File: src/rtl/am2910_pkg.sv
// rtl/am2910_pkg.sv - Am2910 opcodes and stack sizing.
// Stack depth is 9 when AM2910_DEEP_STACK_EN is defined, otherwise 5.
package am2910_pkg;

  typedef enum logic [3:0] {
    OP_JZ   = 4'd0,
    OP_CJS  = 4'd1,
    OP_JMAP = 4'd2,
    OP_CJP  = 4'd3,
    OP_PUSH = 4'd4,
    OP_JSRP = 4'd5,
    OP_CJV  = 4'd6,
    OP_JRP  = 4'd7,
    OP_RFCT = 4'd8,
    OP_RPCT = 4'd9,
    OP_CRTN = 4'd10,
    OP_CJPP = 4'd11,
    OP_LDCT = 4'd12,
    OP_LOOP = 4'd13,
    OP_CONT = 4'd14,
    OP_TWB  = 4'd15
  } am2910_op_e;

`ifdef AM2910_DEEP_STACK_EN
  localparam int STACK_DEPTH = 9;
`else
  localparam int STACK_DEPTH = 5;
`endif

  localparam int SP_W = $clog2(STACK_DEPTH + 1);

endpackage

File: src/rtl/am2910_stack.sv
// rtl/am2910_stack.sv - LIFO for the sequencer: push at SP+1, overwrite TOS when full,
// pop when empty ignored, empty TOS reads 0. Depth from AM2910_DEEP_STACK_EN via the package.
module am2910_stack
  import am2910_pkg::*;
(
  input  logic        clk,
  input  logic        reset,
  input  logic        push,
  input  logic        pop,
  input  logic        clear,
  input  logic [11:0] din,
  output logic [11:0] tos,
  output logic        full,
  output logic        empty
);

  // r_sp counts words held; entry r_sp-1 is the top of stack.
  logic [SP_W-1:0] r_sp;
  logic [11:0]     r_mem [STACK_DEPTH];

  assign empty = (r_sp == '0);
  assign full  = (r_sp == SP_W'(STACK_DEPTH));
  assign tos   = empty ? 12'h000 : r_mem[r_sp - 1'b1];

  always_ff @(posedge clk) begin
    if (reset) begin
      r_sp <= '0;
      for (int i = 0; i < STACK_DEPTH; i++) r_mem[i] <= 12'h000;
    end else if (clear) begin
      r_sp <= '0;
    end else if (push) begin
      if (full) begin
        r_mem[r_sp - 1'b1] <= din;
      end else begin
        r_mem[r_sp] <= din;
        r_sp        <= r_sp + 1'b1;
      end
    end else if (pop && !empty) begin
      r_sp <= r_sp - 1'b1;
    end
  end

endmodule

File: src/rtl/am2910.sv
// rtl/am2910.sv - Am2910-compatible 12-bit microprogram sequencer (decode, uPC, R, Y mux).
// Stack depth selected by AM2910_DEEP_STACK_EN (9 when defined, 5 otherwise).
module am2910
  import am2910_pkg::*;
(
  input  logic        clk,
  input  logic        reset,
  input  logic [3:0]  I,
  input  logic [11:0] D,
  input  logic        nCC,
  input  logic        nCCEN,
  input  logic        CI,
  input  logic        nRLD,
  output logic [11:0] Y,
  output logic        nFULL,
  output logic        nPL,
  output logic        nMAP,
  output logic        nVECT
);

  logic [11:0] r_upc;
  logic [11:0] r_r;

  logic        w_pass;
  logic        w_r0;
  logic [11:0] w_y;
  logic        w_push;
  logic        w_pop;
  logic        w_clear;
  logic        w_load;
  logic        w_dec;
  logic [11:0] w_tos;
  logic        w_full;
  logic        w_empty;

  assign w_pass = nCCEN | ~nCC;
  assign w_r0   = (r_r == 12'h000);

  always_comb begin
    w_y     = r_upc;
    w_push  = 1'b0;
    w_pop   = 1'b0;
    w_clear = 1'b0;
    w_load  = 1'b0;
    w_dec   = 1'b0;
    case (am2910_op_e'(I))
      OP_JZ:   begin w_y = 12'h000; w_clear = 1'b1; end
      OP_CJS:  if (w_pass) begin w_y = D; w_push = 1'b1; end
      OP_JMAP: w_y = D;
      OP_CJP:  if (w_pass) w_y = D;
      OP_PUSH: begin w_push = 1'b1; w_load = w_pass; end
      OP_JSRP: begin w_push = 1'b1; w_y = w_pass ? D : r_r; end
      OP_CJV:  if (w_pass) w_y = D;
      OP_JRP:  w_y = w_pass ? D : r_r;
      OP_RFCT: if (!w_r0) begin w_y = w_tos; w_dec = 1'b1; end
               else w_pop = 1'b1;
      OP_RPCT: if (!w_r0) begin w_y = D; w_dec = 1'b1; end
      OP_CRTN: if (w_pass) begin w_y = w_tos; w_pop = 1'b1; end
      OP_CJPP: if (w_pass) begin w_y = D; w_pop = 1'b1; end
      OP_LDCT: w_load = 1'b1;
      OP_LOOP: if (w_pass) w_pop = 1'b1;
               else w_y = w_tos;
      OP_CONT: w_y = r_upc;
      OP_TWB: begin
        // Three-way branch: pass exits via uPC; on fail, R0 selects D (exit) vs TOS (loop).
        if (w_pass) begin
          w_pop = 1'b1;
        end else if (!w_r0) begin
          w_y   = w_tos;
          w_dec = 1'b1;
        end else begin
          w_y   = D;
          w_pop = 1'b1;
        end
      end
      default: w_y = r_upc;
    endcase
  end

  assign Y     = reset ? 12'h000 : w_y;
  assign nMAP  = reset ? 1'b1 : (I != OP_JMAP);
  assign nVECT = reset ? 1'b1 : (I != OP_CJV);
  assign nPL   = reset ? 1'b0 : ((I == OP_JMAP) || (I == OP_CJV));
  assign nFULL = reset ? 1'b1 : ~w_full;

  am2910_stack u_stack (
    .clk   (clk),
    .reset (reset),
    .push  (w_push),
    .pop   (w_pop & ~w_empty),
    .clear (w_clear),
    .din   (r_upc),
    .tos   (w_tos),
    .full  (w_full),
    .empty (w_empty)
  );

  always_ff @(posedge clk) begin
    if (reset) begin
      r_upc <= 12'h000;
      r_r   <= 12'h000;
    end else begin
      r_upc <= w_y + {11'b0, CI};
      // An external nRLD load wins over anything the instruction asks of R.
      if (!nRLD)       r_r <= D;
      else if (w_load) r_r <= D;
      else if (w_dec)  r_r <= r_r - 12'h001;
    end
  end

endmodule

File: config.mk
export PLATFORM = sky130hd
export DESIGN_NAME = am2910
export DESIGN_NICKNAME = d
export VERILOG_FILES = /design/src/rtl/am2910_pkg.sv /design/src/rtl/am2910_stack.sv /design/src/rtl/am2910.sv
export SDC_FILE = /design/constraint.sdc
export NUM_CORES = 1
export LEC_CHECK = 0
export CORE_UTILIZATION = 47
export CTS_CLUSTER_SIZE = 10
export DETAILED_ROUTE_END_ITERATION = 8
export SLEW_MARGIN = 20
export SYNTH_ARGS = -nofsm -noshare
export SYNTH_HDL_FRONTEND = slang
export SYNTH_SLANG_ARGS = --single-unit
File: constraint.sdc
create_clock -name clk -period 6.9 [get_ports clk]
set_clock_uncertainty 0.15 [all_clocks]
set_input_delay 1.38 -clock clk [delete_from_list [all_inputs] [get_ports clk]]
set_output_delay 1.38 -clock clk [all_outputs]
set_load 0.05 [all_outputs]
==> results of run 1 <==
worst paths after layout:
path,from,end,slack [ps],depth (start not counted)
worst max register to register,u_stack.r_sp[1]$_SDFFE_PP0P_,r_upc[11]$_SDFF_PP0_,1540,14
worst min register to register,u_stack.r_sp[1]$_SDFFE_PP0P_,u_stack.r_sp[1]$_SDFFE_PP0P_,390,2
worst max-delay path,I[1],Y[4],560,9
worst min-delay path,u_stack.r_sp[1]$_SDFFE_PP0P_,u_stack.r_sp[1]$_SDFFE_PP0P_,390,2
flip-flops by register name (all words and copies together) (netlist names):
register       cells
r_r               12
r_upc             12
u_stack.r_mem     96
u_stack.r_sp       3
through the flow:
step / hold WS, ps / setup slack (ps) / utilization (%) / instance area (um2) / cells
after floorplan: 291.0 / 935.6 / - / 7501 / 700
after global placement: 363.6 / 716.8 / 52.91 / 8133 / 918
after detailed placement: 374.5 / 747.4 / 52.91 / 8133 / 918
after CTS: 386.6 / 744.6 / 56.44 / 8676 / 950
after global routing: 405.7 / 402.6 / 56.50 / 8685 / 950
final: 394.2 / 555.8 / 56.50 / 8685 / 950
area by class of cell:
type,instances,area (um2)
Clock buffer,18,429.2
Clock inverter,14,113.9
Fill cell,1333,6686
Inverter,14,52.55
Multi-Input combinational cell,510,3814
Sequential cell,123,3423
Tap cell,211,264.0
Timing Repair Buffer,60,588.1
worst reg2reg max path, cell delays in order, from the launching register on:
cell      delay (ps)
dfxtp_1          370
inv_1            120
ha_1             830
buf_4            410
mux4_2           310
mux2i_1           80
o22ai_1          470
a22oi_1          190
o211ai_1         340
o21ai_0          190
nand2_1          140
ha_1             170
or4b_1           630
nor4_4           510
mux2_4           330
cell families after synthesis:
| family | share of synthesized area, % |
|---|---|
| mux | 11.11 |
| fa+ha+maj | 1.168 |
| compound gates | 17.80 |
| simple gates | 18.90 |
| buf+inv | 3.870 |
| xor+xnor | 1.518 |
| flops | 45.64 |
power groups by stage:
| stage | combinational (uW) | clock (uW) | sequential (uW) |
|---|---|---|---|
| finish | 477 | 832 | 874 |
| global route | 510 | 868 | 877 |
| CTS | 471 | 840 | 872 |
| detailed placement | 469 | 0 | 888 |
| floorplan | 336 | 0 | 861 |
| global placement | 466 | 0 | 886 |
cell usage after synthesis, types with 3 or more instances:
master	number	area, um2
edfxtp_1	96	2883
nor2_1	46	172.7
nand2_1	43	161.4
o21ai_0	42	210.2
clkbuf_1	35	131.4
nor3_1	30	150.1
a21oi_1	28	140.1
and2_1	28	175.2
dfxtp_1	27	540.5
mux4_2	25	563.0
and3_1	24	150.1
mux2i_1	21	210.2
buf_2	13	65.06
inv_1	13	48.80
a211oi_1	12	90.09
a221oi_1	12	105.1
nor2b_1	11	68.82
o211ai_1	11	82.58
or3_1	11	68.82
nand3_1	10	50.05
a221o_1	9	90.09
o22ai_1	9	56.30
xnor2_1	9	78.83
nand2b_1	8	50.05
a21o_1	7	52.55
ha_1	7	87.58
or2_2	7	43.79
a22oi_1	6	45.04
nor3b_1	5	37.54
nor4_1	5	31.28
a31oi_1	4	25.02
xor2_1	4	35.03
a22o_1	3	26.28
a311oi_1	3	26.28
a32o_1	3	30.03
buf_6	3	33.78
mux2_2	3	33.78
nand4_1	3	18.77
nor4bb_1	3	30.03
o2bb2ai_1	3	26.28
o31a_1	3	26.28
o31ai_1	3	22.52
per-layer routing:
layer | wire length (um) | vias to the layer above | global-route usage [%] | share of wire, %
li1 | - | 2801 | - | -
met1 | 10760 | 3099 | 44.69 | 45
met2 | 10340 | 320 | 43.72 | 43
met3 | 2096 | 50 | 7.443 | 8.8
met4 | 758 | 0 | 12.04 | 3.2
met5 | 0 | - | 0 | 0
==> flow_summary.ini, run 1 <==
[run_status]
status = complete, no violations

[yosys]
synth_cells = 700
synthFlopType = edfxtp_1
syn-cell-area_um2 = 7501
synth_cell_types = 82
async_flop_share_pct = 0
synth.ff_latch_count = 123
synth_warnings = 0
ys_seq_area_share_pct = 45.64
syn-num-nets = 729
avgSynthCellArea_um2 = 10.72
synth-edff-count = 96

[worst_setup_path]
slowest_stage = o21ai_0
crit_buf_inv = 2
cp-start-kind = primary input
cpLargestDelayFamily = compound AO/OA/AOI/OAI gates
crit_fanout = 17
critPathKind = in -> out
cp_slowest_stage_delay_ps = 870
critPathRequiredTime_ps = 5370
arrival_ps = 4810
end_kind = primary output
cp_cell_sequence = clkdlybuf4s50_1 > nor3b_1 > a21oi_1 > o21ai_0 > a221oi_1 > o211ai_1 > o211a_1 > nor2b_1 > buf_4

[layout]
final_cell_mix = edfxtp_1 (96), nor2_1 (46), nand2_1 (43), o21ai_0 (42), nor3_1 (30)
drive_gt1_share_pct = 16.51
syn2layout_area_growth_pct = 15.78
diodes = 0
finalNetCount = 755
final_common_cell = edfxtp_1

[floorplanning]
start_util_pct = 48.80
fp.dieW_um = 128.3
rows = 45
core_um2 = 15370
die_area_um2 = 16470
die_h_um = 128.3
top_level_ports = 38

[drt]
vias = 6270
post-route-drc-count = 0
viasPerCell = 6.600
finalWirelength_um = 23950
ant_nets = 0
drtIter0Drc = 943
wire_per_inst_um = 25.21
dr.pass1.iters = 6

[clocking]
cts_resized = 0
post_cts_buffers = 0
hold_buffers = 0
ctsRootBufferMaster = clkbuf_16
clock_sinks = 123
cts_tree = yes
htreeDepth = 4
path_clk_slew_ps = 60
cts_buffers = 17
cts.path.max_buffers = 2
insertion_delay_ps = 420

[global_route]
grt_overflow = 0
antenna_found_initial = 0
grt_first_pass_wirelength_um = 36590
grt_use_total_pct = 30.62
grt_pass1_vias = 5963
grt_max_degree = 40

[sta]
finalSetupViolations = 0
final-hold-violation-count = 0
max_freq_ghz = 0.1576
slew_headroom_pct = 27.60
rsz0062_at_grt = false
setup_tns_ps = 0
fin_crit_sh_pct = 91.94
fin_crit_ps = 6344
drv_slew = 0
worstMarginPinSlew_ps = 1075

[power]
power.switching_uw = 702.5
p_seq_share_pct = 40.0
power.total_uw = 2184
p_int_uw = 1481
ir_drop_mv = 0.1787
p_comb_share_pct = 21.9
swShare_pct = 32.17
power_density_nw_per_um2 = 251.4
power_frac_clock_pct = 38.1
leakage_uw = 0.003119

[hold_path]
hp-class = reg -> reg

[flow_run]
cap_viol_max_count = 0

[placed_design]
dp_hpwl_um = 16810
io_buffers = 37
gp_congestion = 0.9193
No activity file was read; power rests on OpenSTA's default activity.
==> inputs of run 2 (changes only) <==
--- a/config.mk
+++ b/config.mk
@@ -8,6 +8,7 @@
 export CORE_UTILIZATION = 47
 export CTS_CLUSTER_SIZE = 10
 export DETAILED_ROUTE_END_ITERATION = 8
+export REMOVE_ABC_BUFFERS = 1
 export SLEW_MARGIN = 20
 export SYNTH_ARGS = -nofsm -noshare
 export SYNTH_HDL_FRONTEND = slang
==> run 2 against run 1 <==
Against the previous run:
- sequential power barely moved
- largest cell class unchanged
- count of clock-buffer cells in the layout fell by 1
- critical path type unchanged
- critical endpoint is now Y[8]
- global-route usage fell by 0.19 points
- fmax barely moved
==> flow_summary.ini, run 2 (synthesis results as in run 1) <==
[sta]
setup_tns_ps = 0
fin_crit_sh_pct = 91.92
fin_ws_ps = 557.6
worstMarginPinSlew_ps = 951.0
final-hold-violation-count = 0
drv_slew = 0
slew_headroom_pct = 36.49
rsz0062_at_grt = false
max_freq_ghz = 0.1577
finalSetupViolations = 0
fin_crit_ps = 6342

[drt]
post-route-drc-count = 0
ant_nets = 0
viasPerCell = 6.580
vias = 6258
wire_per_inst_um = 25.19
drtIter0Drc = 707
dr.pass1.iters = 6
finalWirelength_um = 23960

[clocking]
ctsRootBufferMaster = clkbuf_16
cts.path.max_buffers = 2
post_cts_buffers = 0
path_clk_slew_ps = 60
cts_tree = yes
htreeDepth = 4
clock_sinks = 123
cts_resized = 0
cts_buffers = 17
hold_buffers = 0
insertion_delay_ps = 420

[power]
ir_drop_mv = 0.1790
power_density_nw_per_um2 = 257.8
leakage_uw = 0.003151

[floorplanning]
top_level_ports = 38
die_area_um2 = 16470
core_um2 = 15370
die_h_um = 128.3
fp.dieW_um = 128.3
start_util_pct = 48.80
rows = 45

[layout]
top_register = u_stack.r_mem
syn2layout_area_growth_pct = 16.06
drive_gt1_share_pct = 16.62
seq_area_um2 = 3423
fill_cells = 1349
diodes = 0
final_common_cell = edfxtp_1
multi_input_area_um2 = 3816
top_regs = u_stack.r_mem (96), r_r (12), r_upc (12)
final_core_util_pct = 56.64
largest_reg_flops = 96
finalNetCount = 757
instances_no_fill = 951
final_cell_mix = edfxtp_1 (96), nor2_1 (46), nand2_1 (43), o21ai_0 (42), buf_4 (35)

[worst_setup_path]
crit_fanout = 25
end_kind = primary output
rrSetupSlack_ps = 2120
r2r_end = r_upc[11]$_SDFF_PP0_
crit_buf_inv = 2
path_common_cell = a21oi_1
r2r-start = u_stack.r_sp[1]$_SDFFE_PP0P_
cpLargestDelayFamily = compound AO/OA/AOI/OAI gates
worstRegToRegCells = 13
cp_cell_sequence = clkdlybuf4s50_1 > nor4bb_1 > o31ai_1 > a21oi_1 > a2111oi_1 > a21oi_1 > o21ai_0 > nor2_1 > buf_4
critPathRequiredTime_ps = 5370
arrival_ps = 4810
slowest_stage = clkdlybuf4s50_1
critPathKind = in -> out
cp-start-kind = primary input
cp_slowest_stage_delay_ps = 870

[global_route]
antenna_found_initial = 0
grt_overflow = 0
grt_pass1_vias = 6009
grt_use_total_pct = 30.44
grt_first_pass_wirelength_um = 36400
grt_max_degree = 30

[placed_design]
place_ws_ps = 610.1
io_buffers = 37
place_inst = 920
gp_congestion = 0.9596
dp_hpwl_um = 16980

[hold_path]
hp-class = reg -> reg
hold_path_startpoint = u_stack.r_sp[1]$_SDFFE_PP0P_
holdPathEnd = u_stack.r_sp[1]$_SDFFE_PP0P_
worstHoldPathCells = 2

[run_status]
status = complete, no violations

[flow_run]
cap_viol_max_count = 0
## run 2: cell count changes in the layout (fill, tap and decap cells not counted), sizes merged
cell and change:
clkbuf -1, bufinv +3, inv -3, clkinvlp -4, clkinv +4, buf +2
## run 2: cell type report
cell class | instances | area share [%]
clock inverters | 14 | 1.969
well taps | 211 | 3.032
flip-flops and latches | 123 | 39.32
clock buffers | 17 | 4.886
multi-input cells | 510 | 43.83
repair buffers | 62 | 6.352
inverters | 14 | 0.6036
## run 2: layer usage
metal  share of wire (%)  track usage, %  wire, um
met4                 1.9           9.273       449
met3                 8.4           6.944      2023
met1                  45           43.41     10810
met2                  45           46.20     10680
met5                   0               0         0
## run 2: worst max path at each step
stage                                             from    to  slack [ps]  cells past startpoint
final                                             I[2]  Y[8]         560                      9
after global routing                              I[2]  Y[8]         290                      9
after CTS                                         I[2]  Y[8]         610                      9
after detailed placement                          I[2]  Y[8]         610                      9
after global placement                            I[2]  Y[8]         650                      9
after floorplan           u_stack.r_sp[0]$_SDFFE_PP0P_  Y[3]         810                      9
## run 2: power by group
part           leakage, uW  switching [uW]  internal [uW]
clock network     0.000289             339            567
registers          0.00117            43.0            830
logic              0.00169             285            181
## run 2: per-stage QoR
step | hold WS (ps) | area (um2) | total power, uW
after floorplan | 320.2 | 7263 | 1175
after global placement | 348.8 | 8098 | 1341
after detailed placement | 384.8 | 8098 | 1346
after CTS | 404.0 | 8695 | 2250
after global routing | 416.2 | 8706 | 2319
final | 402.9 | 8706 | 2245
## run 2: worst register-to-register path: cells and delay by family, from the launching register on
| family | cells | cell delay (ps) |
|---|---|---|
| AOI/OAI and AO/OA | 4 | 1180 |
| adders and majority gates | 2 | 910 |
| buffers and inverters | 1 | 110 |
| DFF | 1 | 360 |
| muxes | 3 | 750 |
| and+or+nand+nor | 3 | 1210 |
==> inputs of run 3 (changes only) <==
--- a/config.mk
+++ b/config.mk
@@ -5,6 +5,7 @@
 export SDC_FILE = /design/constraint.sdc
 export NUM_CORES = 1
 export LEC_CHECK = 0
+export CORE_MARGIN = 2
 export CORE_UTILIZATION = 47
 export CTS_CLUSTER_SIZE = 10
 export DETAILED_ROUTE_END_ITERATION = 8
==> run 3 against run 2 <==
Against the previous run:
- first-iteration DRC count fell by 16%
- total power fell by 2.9%
- global-route usage fell by 1.4 points
- wire length fell by 0.96%
- critical path type unchanged
- highest routed layer unchanged
==> flow_summary.ini, run 3 (synthesis results as in run 1) <==
[worst_setup_path]
cp_slowest_stage_delay_ps = 840
slowest_stage = clkdlybuf4s50_1
critPathRequiredTime_ps = 5370
r2r-start = u_stack.r_sp[1]$_SDFFE_PP0P_
critPathKind = in -> out
crit_fanout = 17
cpLargestDelayFamily = simple AND/OR/NAND/NOR gates
cp_cell_sequence = clkdlybuf4s50_1 > or3b_2 > or4_1 > o21ai_0 > a32o_1 > nand3_1 > a21oi_1 > nor2_1 > buf_12
crit_buf_inv = 2
arrival_ps = 4880
cp-start-kind = primary input
crit_path_start = I[1]
end_kind = primary output

[placed_design]
gp_congestion = 0.9903
dp_hpwl_um = 16690
io_buffers = 37
place_inst = 926

[sta]
worstMarginPinSlew_ps = 849.9
slew_headroom_pct = 43.34
worst_hold_slack_ps = 400.1
max_freq_ghz = 0.1560
rsz0062_at_grt = false
fin_crit_sh_pct = 92.90
final-hold-violation-count = 0
drv_slew = 0
fin_crit_ps = 6410
finalSetupViolations = 0
setup_tns_ps = 0

[clocking]
path_clk_slew_ps = 60
cts.path.max_buffers = 2
insertion_delay_ps = 420
ctsRootBufferMaster = clkbuf_16
cts_tree = yes
hold_buffers = 0
post_cts_buffers = 0
cts_buffers = 17
cts_resized = 0
clock_sinks = 123
htreeDepth = 4

[layout]
multi_input_area_um2 = 3814
diodes = 0
syn2layout_area_growth_pct = 15.91
final_cell_mix = edfxtp_1 (96), nor2_1 (46), nand2_1 (43), o21ai_0 (42), buf_4 (34)
instances_no_fill = 958
fill_cells = 1370
largest_reg_flops = 96
top_register = u_stack.r_mem
top_regs = u_stack.r_mem (96), r_r (12), r_upc (12)
finalNetCount = 758
final_common_cell = edfxtp_1
drive_gt1_share_pct = 17.12
seq_area_um2 = 3423

[drt]
finalWirelength_um = 23730
dr.pass1.iters = 6
post-route-drc-count = 0
ant_nets = 0
wire_per_inst_um = 24.77
drtIter0Drc = 597
viasPerCell = 6.450
vias = 6179

[power]
leakage_uw = 0.003144
power_density_nw_per_um2 = 250.6
p_comb_share_pct = 21.6
p_int_uw = 1485
p_seq_share_pct = 40.0
ir_drop_mv = 0.1990
power_frac_clock_pct = 38.4
swShare_pct = 31.86
power.switching_uw = 694.3

[floorplanning]
start_util_pct = 47.74
core_um2 = 15710
rows = 46
die_h_um = 130.3
top_level_ports = 38
die_area_um2 = 16990
fp.dieW_um = 130.3

[hold_path]
hold_path_startpoint = r_upc[5]$_SDFF_PP0_
hp-class = reg -> reg

[flow_run]
cap_viol_max_count = 0

[global_route]
grt_overflow = 0
grt_pass1_vias = 6029
grt_max_degree = 43
antenna_found_initial = 0
grt_use_total_pct = 29.02
grt_first_pass_wirelength_um = 35760

[run_status]
status = complete, no violations
run 3: path summary, 6_finish.rpt:
kind                                    to  slack, ps  cells past startpoint
min          u_stack.r_mem[5][5]$_DFFE_PP_        400                      0
max                                   Y[7]        490                      9
min reg2reg  u_stack.r_mem[5][5]$_DFFE_PP_        400                      0
max reg2reg           r_upc[11]$_SDFF_PP0_       2000                     15
run 3: cell type report:
cell class	count	area share, %
timing repair buffer	63	6.677
clock inverter	15	1.482
clock buffer	17	4.893
inverter	14	0.6044
multi-input combinational	510	43.86
tap	216	3.108
sequential	123	39.37
run 3: power groups by stage:
stage / clock network, uW / logic (uW) / registers [uW]
after global placement: 0 / 459 / 885
after floorplan: 0 / 303 / 872
after CTS: 847 / 465 / 871
final: 837 / 471 / 872
after detailed placement: 0 / 462 / 887
after global routing: 877 / 506 / 876
run 3: routing by layer:
layer | part of all wire, % | GRT usage [%] | vias up
li1 | - | - | 2803
met4 | 2.7 | 10.20 | 0
met5 | 0 | 0 | -
met2 | 44 | 43.64 | 293
met3 | 9.6 | 8.938 | 52
met1 | 43 | 40.01 | 3031
run 3: stage by stage:
stage	utilization (%)	setup slack (ps)	cell area, um2	total power (uW)
floorplan	-	812.2	7263	1175
detailed placement	51.75	654.7	8132	1349
global route	55.34	434.4	8695	2259
finish	55.34	489.8	8695	2179
CTS	55.28	641.3	8686	2182
global placement	51.75	666.1	8132	1344
==> patch 1 (flow settings as in run 1) <==
Change the package constant `STACK_DEPTH` from 5 to 10.
--- a/src/rtl/am2910_pkg.sv
+++ b/src/rtl/am2910_pkg.sv
@@ -25,5 +25,5 @@
   localparam int STACK_DEPTH = 9;
 `else
-  localparam int STACK_DEPTH = 5;
+  localparam int STACK_DEPTH = 10;
 `endif
 
Behaviour: not the same (a bounded check fails within 10 cycles, from zero or initial values and one cycle with reset high).
==> patch 1 against run 1 <==
Global-route usage decreased by 3.0 points; die area increased by 59%; combinational power is 110% higher; routed wire length increased by 49%; highest routed layer unchanged; sequential cell count rose by 97; total power up 75%; final area grew 55%; sequential power is 77% higher; synthesized cell count rose by 52%; setup slack got worse by 110 ps; clock power up 54%; area after synthesis up 60%; largest power group unchanged.
==> patch 1: results (changes against run 1) <==
GRT Overall Usage = 27.6% (-3.0 points)
critical path startpoint = I[2]
Seq/Total Area, Yosys = 52.7% (+7.1 points)
Regs by FF count = u_stack.r_mem: 192 flops, r_r: 12 flops, r_upc: 12 flops
Max clock buf depth = 3 (+1)
Worst path slowest cell = clkdlybuf4s50_1
first-pass GRT wire length = 53.7 mm (+47%)
post-place setup slack = 515 ps (-232 ps)
peak supply drop = 216 uV (+21%)
capture point of the worst reg-to-reg path = r_upc[8]
combinational power share = 26.1% (+4.2 points)
DRT iter0 DRCs = 939 (-0.42%)
critical-path maximum fanout = 21 (+4)
hpwl dp = 24.7 mm (+47%)
combinational cell power = 0.00100 W (+110%)
Fillers = 2,260 (+70%)
Switching Fraction = 31.5% (-0.68 points)
adder-cell share of the synthesized area = 0.625% (-0.54 points)
commonest cells in the netlist = nor2_1, edfxtp_1, nand2_1
xor/xnor cell area share of the yosys netlist = 1.58% (+0.066 points)
fraction of final layout cells sized beyond drive strength 1 = 13.6% (-2.9 points)
H-tree Lvls = 1 (-3)
Slew HR = 34.9% (+7.3 points)
minimum clock period = 6460 ps (+112 ps)
leakage power = 4.60 nW (+48%)
WL per Instance = 24.8 um (-1.6%)
detailed-route via count = 8,898 (+42%)
vias in the first global route = 8,585 (+44%)
outcome = finished clean
r2r startpoint = u_stack.r_sp[0]
Num CTS Buffers = 26 (+9)
## patch 1: cell types whose count changed after synthesis, moves of 12 or more
cell / change
a211oi_1: +12
a31oi_1: +12
and2_1: -20
and3_1: -18
edfxtp_1: +96
mux4_2: +14
nand2_1: +31
nand2b_1: +13
nand3_1: +15
nor2_1: +149
nor3_1: -14
## patch 1: per-layer routing
metal / vias up / share of wire [%] / global-route usage, %
met3: 71 / 6.9 / 4.65
met1: 4430 / 44 / 39.1
met4: 0 / 3.9 / 10.5
met5: - / 0 / 0
met2: 348 / 45 / 42.6
li1: 4049 / - / -
## patch 1: cell type report
class	count	share of cell area, %
clock inverters	3	0.484
flip-flops and latches	220	47.1
clock buffers	45	5.37
repair buffers	72	4.69
inverters	25	0.698
well taps	330	3.07
multi-input cells	740	38.6
## patch 1: metrics by stage
step                instances  util [%]  cell area [um^2]
floorplan                1062         -             12000
global placement         1387      50.4             12700
detailed placement       1387      50.4             12700
CTS                      1435      53.5             13400
global route             1435      53.5             13400
finish                   1435      53.5             13400
==> patch 2 (config.mk and constraints of run 1) <==
Made on the original files. Reset style: asynchronous (`reset`), changed in 2 clocked blocks.
--- a/src/rtl/am2910_stack.sv
+++ b/src/rtl/am2910_stack.sv
@@ -23,5 +23,5 @@
   assign tos   = empty ? 12'h000 : r_mem[r_sp - 1'b1];
 
-  always_ff @(posedge clk) begin
+  always_ff @(posedge clk or posedge reset) begin
     if (reset) begin
       r_sp <= '0;
--- a/src/rtl/am2910.sv
+++ b/src/rtl/am2910.sv
@@ -96,5 +96,5 @@
   );
 
-  always_ff @(posedge clk) begin
+  always_ff @(posedge clk or posedge reset) begin
     if (reset) begin
       r_upc <= 12'h000;
Behaviour: no difference found for any inputs over 4 cycles, from zero or initial values and one cycle with reset high; that may be too few to reach the edited logic, so the function may still have changed.
==> patch 2 against run 1 <==
Global-route usage shrank 0.96 points; highest routed layer unchanged; non-clock buffer count fell by 4; area after synthesis decreased by 21%; sequential share of layout area is 7.3 points lower; final area down 22%; setup slack improved by 250 ps; sequential cell count down 36; routed wire length shrank 23%; count of clock-buffer cells in the layout fell by 8.
Power is not compared: it rests on default switching activity, and its combinational part moved more than twofold at a synthesized area within 25%.
==> patch 2: results (changes against run 1) <==
outcome = finished clean
hpwl dp = 13.2 mm (-21%)
ANT cells = 0 (unchanged)
post-cts gate resize count = 0 (unchanged)
synth unique cells = 74 (-9.8%)
Regs by FF count = u_stack.r_mem: 60 flops, r_r: 12 flops, r_upc: 12 flops
peak supply drop = 215 uV
nets = 680 (-9.9%)
Worst Hold Depth = 1 (-1)
first-pass GRT wire length = 29.2 mm (-20%)
clock slew at reported path FFs = 70 ps
r2r startpoint = u_stack.r_sp[0]
Synth warnings = 0 (unchanged)
syn nets = 657 (-9.9%)
Clock Tree Root = clkbuf_16
met1 Track Usage GR = 44.1% (-0.61 points)
Post-synth ARST share = 100% (+100 points)
hold path start = u_stack.r_mem[12]
critical path startpoint = I[1]
DRT iter0 DRCs = 639 (-32%)
M2 GR Usage = 44.5% (+0.76 points)
via-per-instance ratio = 6.37 (-3.5%)
largest cells by area after synthesis = dfrtp_1, mux2_2, o21ai_0
Slew HR = 27.8% (+0.25 points)
fraction of final layout cells sized beyond drive strength 1 = 19.7% (+3.2 points)
worst skew pair latency = 350 ps (-70 ps)
HP Class = flip-flop to flip-flop
WP data arrival = 4560 ps (-250 ps)
critical-path maximum fanout = 15 (-2)
largest net degree at the start of global routing = 72 (+80%)
Max clock buf depth = 2 (unchanged)
initial antenna violation count = 0 (unchanged)
Seq/Total Area, Yosys = 36.8% (-8.9 points)
post-place setup slack = 865 ps (+117 ps)
top_reg_cell synth = dfrtp_1
Pre-antenna DRT Iters = 5 (-1)
commonest cells in the netlist = dfrtp_1, mux2_2, nand2_1
setup bufs post-CTS = 0 (unchanged)
WL per Instance = 22.3 um (-12%)
routability cong. = 0.946 (+2.9%)
PortBufs = 37 (unchanged)
GRT Overall Usage = 29.7% (-0.96 points)
H-tree Lvls = 3 (-1)
Fillers = 1,106 (-17%)
worst-case reg-to-reg path depth = 17 (+3)
leakage power = 2.78 nW
Num CTS Buffers = 9 (-8)
met3 GRT Util = 4.08% (-3.4 points)
vias in the first global route = 5,069 (-15%)
==> patch 2: changes by cell type in the layout (fill, tap and decap cells not counted), sizes merged, moves of 10 or more <==
| cell | run 1 | this run |
|---|---|---|
| nand3 | 10 | 20 |
| and3 | 24 | 9 |
| mux2 | 5 | 63 |
| dfxtp | 27 | 0 |
| dfrtp | 0 | 87 |
| edfxtp | 96 | 0 |
| mux4 | 25 | 4 |
| and2 | 30 | 13 |
==> patch 2: layout make-up <==
cell class / instances / area [um^2] / area share (%)
clock buffer: 10 / 229 / 3.38
clock inverter: 6 / 51.3 / 0.758
inverter: 11 / 42.5 / 0.628
multi-input combinational: 486 / 3530 / 52.2
sequential: 87 / 2180 / 32.2
tap: 168 / 210 / 3.11
timing repair buffer: 56 / 526 / 7.76
==> patch 2: routing by layer <==
layer	vias up	wire length, um	share of wire, %
li1	2409	-	-
met4	0	349	1.9
met5	-	0	0
met1	2621	8680	47
met3	29	1030	5.6
met2	187	8300	45
==> patch 2: worst paths after layout <==
| check | to | slack [ps] |
|---|---|---|
| worst max register to register | r_upc[10] | 2030 |
| min in group asynchronous | u_stack.r_sp[2] | 1540 |
| worst max-delay path | Y[8] | 810 |
| worst min-delay path | u_stack.r_mem[12] | 360 |
| worst min register to register | u_stack.r_mem[12] | 360 |
| max in group asynchronous | r_r[6] | 3780 |
==> patch 2: power breakdown <==
group,internal [W],switching (W)
Combinational,0.000477,0.000633
Sequential,0.000705,0.000165
Clock,0.000250,0.000229
==> patch 2: worst max-delay path: stages <==
cell,delay (ps)
clkdlybuf4s50_1,770
or4bb_1,490
a31oi_1,340
a21o_1,230
a22oi_1,110
nand3_1,100
o22ai_1,160
nor2_1,150
clkdlybuf4s50_1,830
==> patch 2: kinds of logic (layout without fill, tap and decap cells) <==
logic type,after synthesis,after routing,synth area share (%)
AND/OR/NAND/NOR,222,222,20.8
AO/OA/AOI/OAI,154,154,18.1
flip-flops,87,87,36.8
multiplexers,79,79,15.5
buffers and inverters,55,83,3.82
XOR/XNOR,24,24,3.55
adder cells (fa/ha/maj),7,7,1.48
==> patch 2: metrics by stage <==
step | area, um^2 | instances | utilization (%) | total power (W)
2_1_floorplan | 5920 | 628 | - | 0.00166
3_3_place_gp | 6490 | 808 | 53.3 | 0.00195
3_5_place_dp | 6490 | 808 | 53.4 | 0.00198
4_1_cts | 6770 | 824 | 55.7 | 0.00246
5_1_grt | 6770 | 824 | 55.7 | 0.00260
6_report | 6770 | 824 | 55.7 | 0.00246
